--- src/rtl/clk_meas_pkg.sv ---
`default_nettype none
// +----------------------------------------------------------------------------+
// | Module      : clk_meas_pkg                                                 |
// | Description : Shared state encoding and default timing constants for the  |
// |               divided-clock period meter and its companion clock divider. |
// | Revision    : 1.0  initial release                                        |
// +----------------------------------------------------------------------------+
package clk_meas_pkg;

  // Meter FSM states
  typedef enum logic [1:0] {
    ST_IDLE = 2'd0,
    ST_ARM  = 2'd1,
    ST_MEAS = 2'd2
  } meas_state_e;

  // Divider half-period constant; the divided clock period is twice this
  localparam int unsigned DIV_CONST        = 31250;
  localparam int unsigned DEFAULT_EXPECTED = 2 * DIV_CONST;
  localparam int unsigned DEFAULT_TOL      = 16;
  localparam int unsigned DEFAULT_TIMEOUT  = 131072;
  localparam int unsigned DEFAULT_LOCK_CNT = 4;

endpackage
`default_nettype wire

--- src/rtl/sync_edge_det.sv ---
`default_nettype none
// +----------------------------------------------------------------------------+
// | Module      : sync_edge_det                                                |
// | Description : Multi-flop synchronizer for an asynchronous input followed  |
// |               by a one-cycle rising-edge pulse on the synchronized value. |
// | Revision    : 1.0  initial release                                        |
// +----------------------------------------------------------------------------+
module sync_edge_det #(
  parameter int unsigned SYNC_STAGES = 2
) (
  input  logic clk,
  input  logic rst,
  input  logic async_i,
  output logic rise_o
);

  logic [SYNC_STAGES-1:0] sync_q;
  logic                   prev_q;

  // Shift the async input through the synchronizer chain and keep one extra
  // delayed copy of the synchronized value for edge detection
  always_ff @(posedge clk) begin
    if (rst) begin
      sync_q <= '0;
      prev_q <= 1'b0;
    end else begin
      sync_q <= {sync_q[SYNC_STAGES-2:0], async_i};
      prev_q <= sync_q[SYNC_STAGES-1];
    end
  end

  assign rise_o = sync_q[SYNC_STAGES-1] & ~prev_q;

endmodule
`default_nettype wire

--- src/rtl/clk_period_meter.sv ---
`default_nettype none
// +----------------------------------------------------------------------------+
// | Module      : clk_period_meter                                             |
// | Description : Measures the period of a slow asynchronous square wave in   |
// |               system-clock cycles, flags missing edges and reports lock   |
// |               after consecutive in-tolerance periods.                     |
// | Revision    : 1.0  initial release                                        |
// +----------------------------------------------------------------------------+
module clk_period_meter
  import clk_meas_pkg::*;
#(
  parameter int unsigned CNT_W       = 32,
  parameter int unsigned EXPECTED    = DEFAULT_EXPECTED,
  parameter int unsigned TOL         = DEFAULT_TOL,
  parameter int unsigned TIMEOUT     = DEFAULT_TIMEOUT,
  parameter int unsigned LOCK_CNT    = DEFAULT_LOCK_CNT,
  parameter int unsigned SYNC_STAGES = 2
) (
  input  logic             clk,
  input  logic             rst,
  input  logic             en,
  input  logic             sig_in,
  output logic [CNT_W-1:0] period,
  output logic             period_valid,
  output logic             in_range,
  output logic             timeout,
  output logic             locked
);

  // Counter value at which "TIMEOUT cycles without a rise" is reached on the
  // next edge; a rise on that same edge still wins and is measured normally
  localparam logic [CNT_W-1:0] c_TO_LIMIT   = CNT_W'(TIMEOUT - 1);
  localparam logic [CNT_W-1:0] c_CNT_ONE    = CNT_W'(1);
  // Range limits one bit wider than the counter so EXPECTED+TOL cannot wrap
  localparam logic [CNT_W:0]   c_RANGE_LO   = (EXPECTED > TOL) ? (CNT_W+1)'(EXPECTED - TOL) : '0;
  localparam logic [CNT_W:0]   c_RANGE_HI   = (CNT_W+1)'(EXPECTED + TOL);
  localparam int unsigned      c_LOCK_W     = $clog2(LOCK_CNT + 1);
  localparam logic [c_LOCK_W-1:0] c_LOCK_MAX = c_LOCK_W'(LOCK_CNT);
  localparam logic [c_LOCK_W-1:0] c_LOCK_ONE = c_LOCK_W'(1);

  meas_state_e         state_q;
  logic [CNT_W-1:0]    cnt_q;
  logic [c_LOCK_W-1:0] lock_q;
  logic [CNT_W-1:0]    period_q;
  logic                period_valid_q;
  logic                in_range_q;
  logic                timeout_q;
  logic                locked_q;

  logic                rise;
  logic [CNT_W-1:0]    cnt_inc_d;
  logic [c_LOCK_W-1:0] lock_inc_d;
  logic                in_range_d;
  logic                to_hit_d;

  sync_edge_det #(
    .SYNC_STAGES (SYNC_STAGES)
  ) u_sync_edge_det (
    .clk     (clk),
    .rst     (rst),
    .async_i (sig_in),
    .rise_o  (rise)
  );

  // Saturating increments: the counter never wraps, lock count stops at LOCK_CNT
  assign cnt_inc_d  = (cnt_q == '1) ? cnt_q : cnt_q + c_CNT_ONE;
  assign lock_inc_d = (lock_q == c_LOCK_MAX) ? lock_q : lock_q + c_LOCK_ONE;
  // cnt_q holds the period being closed when a rise arrives in MEAS
  assign in_range_d = ({1'b0, cnt_q} >= c_RANGE_LO) && ({1'b0, cnt_q} <= c_RANGE_HI);
  assign to_hit_d   = (cnt_q >= c_TO_LIMIT);

  // Measurement FSM with shared period/timeout counter and lock tracking
  always_ff @(posedge clk) begin
    if (rst) begin
      state_q        <= ST_IDLE;
      cnt_q          <= '0;
      lock_q         <= '0;
      period_q       <= '0;
      period_valid_q <= 1'b0;
      in_range_q     <= 1'b0;
      timeout_q      <= 1'b0;
      locked_q       <= 1'b0;
    end else if (!en) begin
      // Disabled: drop all measurement progress but keep the last result
      state_q        <= ST_IDLE;
      cnt_q          <= '0;
      lock_q         <= '0;
      period_valid_q <= 1'b0;
      timeout_q      <= 1'b0;
      locked_q       <= 1'b0;
    end else begin
      period_valid_q <= 1'b0;
      case (state_q)
        ST_IDLE: begin
          state_q <= ST_ARM;
          cnt_q   <= '0;
        end
        ST_ARM: begin
          if (rise) begin
            // First edge only opens a measurement window
            state_q <= ST_MEAS;
            cnt_q   <= c_CNT_ONE;
          end else if (to_hit_d) begin
            timeout_q <= 1'b1;
            locked_q  <= 1'b0;
            lock_q    <= '0;
            cnt_q     <= '0;
          end else begin
            cnt_q <= cnt_inc_d;
          end
        end
        ST_MEAS: begin
          if (rise) begin
            // Close this period and immediately start the next one
            period_q       <= cnt_q;
            period_valid_q <= 1'b1;
            in_range_q     <= in_range_d;
            timeout_q      <= 1'b0;
            lock_q         <= in_range_d ? lock_inc_d : '0;
            locked_q       <= in_range_d && (lock_inc_d == c_LOCK_MAX);
            cnt_q          <= c_CNT_ONE;
          end else if (to_hit_d) begin
            state_q   <= ST_ARM;
            timeout_q <= 1'b1;
            locked_q  <= 1'b0;
            lock_q    <= '0;
            cnt_q     <= '0;
          end else begin
            cnt_q <= cnt_inc_d;
          end
        end
        default: begin
          state_q <= ST_IDLE;
          cnt_q   <= '0;
        end
      endcase
    end
  end

  assign period       = period_q;
  assign period_valid = period_valid_q;
  assign in_range     = in_range_q;
  assign timeout      = timeout_q;
  assign locked       = locked_q;

endmodule
`default_nettype wire

--- config.mk ---
export PLATFORM = sky130hd
export DESIGN_NAME = clk_period_meter
export DESIGN_NICKNAME = d
export VERILOG_FILES = /design/src/rtl/clk_meas_pkg.sv /design/src/rtl/sync_edge_det.sv /design/src/rtl/clk_period_meter.sv
export SDC_FILE = /design/constraint.sdc
export NUM_CORES = 1
export LEC_CHECK = 0
export ABC_AREA = 1
export CORE_ASPECT_RATIO = 0.5
export CORE_MARGIN = 1.5
export CORE_UTILIZATION = 55
export CTS_CLUSTER_DIAMETER = 100
export DETAILED_ROUTE_END_ITERATION = 10
export GPL_TIMING_DRIVEN = 0
export PLACE_DENSITY = 0.78
export SYNTH_ARGS = -nofsm -noshare
export SYNTH_HDL_FRONTEND = slang
export SYNTH_SLANG_ARGS = --single-unit
--- constraint.sdc ---
create_clock -name clk -period 2.19 [get_ports clk]
set_input_delay 0.3285 -clock clk [delete_from_list [all_inputs] [get_ports clk]]
set_output_delay 0.3285 -clock clk [all_outputs]
set_load 0.01 [all_outputs]
==> impl_metrics.yaml <==
status:
  outcome: "completed"
finish:
  syn_to_final_growth_pct: 26.0
  layout_commonest_cell: "nor2_1"
  fillers: 462
  seq_area_sq_um: 1520
  diodes: 0
  multiInputGateArea_sq_um: 1530
  layout-drive-gt1-share_pct: 10.8
  layout_common_cells: "nor2_1, dfxtp_1, nand2_1, inv_1"
  post-route-util_pct: 73.1
  final_net_count: 496
detailed_routing:
  totalWireLength_microns: 7130
  drt-vias-per-instance: 5.12
  first_pass_iters: 4
  wl_per_cell_microns: 12.7
  drt_iter0_drc: 184
  via_count: 2879
  antenna_left: 0
  route.detailed.drc: 0
sta:
  clock.fmax_ghz: 0.509
  setup_ws_ps: 224
  grt_setup_unrepaired: "false"
  fin_tns_setup_ps: 0
  min_period_over_period_pct: 89.8
  period_minus_slack_ps: 1970
  slew_viol_final: 0
  hold_viol_final: 0
  setup-violations-final: 0
  finClkSkew_ps: 5.18
clock_network:
  cts_hold_buffers: 0
  clk_path_buf_depth: 2
  clockRootBuffer: "clkbuf_16"
  post_cts_buffers: 0
  cts_tree: "done"
  clk_pin_slew_ps: 60
  numCtsBuffers: 9
  htreeDepth: 3
  post_cts_resized: 0
  cts_sinks: 76
  insertion_delay_ps: 340
global_routing:
  grt_usage_pct: 23.8
  grt_pass1_wl_microns: 11900
  grt_max_degree: 14
  antenna_found_initial: 0
  grt_overflow: 0
  grt_pass1_vias: 2568
placed_design:
  io_buffers: 39
  place_congestion: 0.904
  place.detailed.hpwl_microns: 5090
  place_ws_ps: 76.5
worst_setup_path:
  end_kind: "register"
  arrival_ps: 2200
  path_class: "reg2reg"
  critPathLaunchType: "register"
  critical_path_required_ps: 2420
  reg2reg_setup_slack_ps: 220
  worstPathMaxFanout: 10
floorplanning:
  fp.dieH_microns: 57.3
  die_w_microns: 112
  io_pins: 40
  fp-row-count: 19
  die_area_sq_um: 6390
  core_sq_um: 5590
  start_util_pct: 58.0
yosys:
  synth_top_area_cell: "dfxtp_1"
  ys_ff_latch: 76
  ys.warnings.count: 0
  synth_top_flop_cell: "dfxtp_1"
  ys_seq_area_share_pct: 46.9
  synth_top_area_share_pct: 46.9
  yosys-top-cells-area: "dfxtp_1, nor2_1, nand2_1, o21ai_0, a21oi_1"
  syn-mean-instance-area_sq_um: 7.70
  synthArstFlopShare_pct: 0
  synthCells: 421
  syn_area_sq_um: 3240
  synth-edff-count: 0
  ys_types: 35
power:
  p_per_area_nw_per_um2: 735
  ir_worst_vdd_mv: 0.614
  power_w: 0.00300
  p_leak_nw: 1.67
run:
  maxCapViolations: 0
min_path:
  hp-class: "reg2reg"
[metal layers]
| layer | vias up | global-route usage, % | part of all wire [%] |
|---|---|---|---|
| met4 | 0 | 8.86 | 1.4 |
| met5 | - | 0 | 0 |
| met2 | 64 | 36.5 | 44 |
| met3 | 9 | 7.12 | 5.6 |
| li1 | 1475 | - | - |
| met1 | 1331 | 32.2 | 49 |
[Yosys cell counts (2+ instances only)]
master,n
nand3_4,2
inv_2,4
buf_2,3
nand3_1,14
o21bai_1,2
nand2_1,55
nand2_4,2
nor3_1,5
nand2_2,7
dfxtp_1,76
o21ai_0,39
o21ai_2,3
nor2_2,6
clkbuf_1,5
ha_1,8
inv_1,44
a21oi_1,34
nor2_1,80
nand4_1,14
nor2_4,3
[flip-flops by register name (all words and copies together), names as in the netlist]
register	cells
period	32
cnt_q	32
state_q	2
locked	1
timeout	1
in_range	1
period_valid	1
u_sync_edge_det.sync_q	2
u_sync_edge_det.prev_q	1
lock_q	3
[stage by stage]
stage | hold WS (ps) | instances | instance area (sq um)
after global routing | 442 | 562 | 4090
after floorplan | 388 | 434 | 3290
after detailed placement | 398 | 546 | 3770
final | 402 | 562 | 4090
after CTS | 406 | 562 | 4090
after global placement | 389 | 546 | 3770
[area by class of cell]
type	instances	area share, %
well taps	73	2.24
inverters	49	4.50
flip-flops and latches	76	37.2
clock buffers	11	6.19
repair buffers	39	9.56
multi-input cells	299	37.5
plain buffers	10	1.29
clock inverters	5	1.47
[final timing paths]
path / depth (start not counted) / endpoint / from
min: 2 / u_sync_edge_det.sync_q[1]$_SDFF_PP0_ / u_sync_edge_det.sync_q[0]$_SDFF_PP0_
max reg2reg: 11 / cnt_q[11]$_SDFFE_PP0P_ / cnt_q[1]$_SDFFE_PP0P_
max: 11 / cnt_q[11]$_SDFFE_PP0P_ / cnt_q[1]$_SDFFE_PP0P_
min reg2reg: 2 / u_sync_edge_det.sync_q[1]$_SDFF_PP0_ / u_sync_edge_det.sync_q[0]$_SDFF_PP0_
[power breakdown]
part           internal (W)  switching [W]
logic             0.0000282      0.0000455
registers           0.00140      0.0000153
clock network      0.000943       0.000568
total               0.00238       0.000629
[logic make-up after synthesis]
group | after synthesis | synth area share, %
simple gates | 194 | 28.9
compound gates | 81 | 13.2
other cells | 1 | 0.116
flops | 76 | 46.9
buf+inv | 59 | 7.29
xor+xnor | 2 | 0.540
fa+ha+maj | 8 | 3.09
[worst max-delay path, cell delays in order, from the launching register on]
cell and delay [ps]:
dfxtp_1 430, ha_1 220, nand3_1 210, nor2_4 200, nand4_1 160, clkinv_1 100, nand2_2 80, nand3_4 130
inv_2 70, buf_6 150, nand2_1 80, nor2_2 40
No activity file was read; power rests on OpenSTA's default activity.
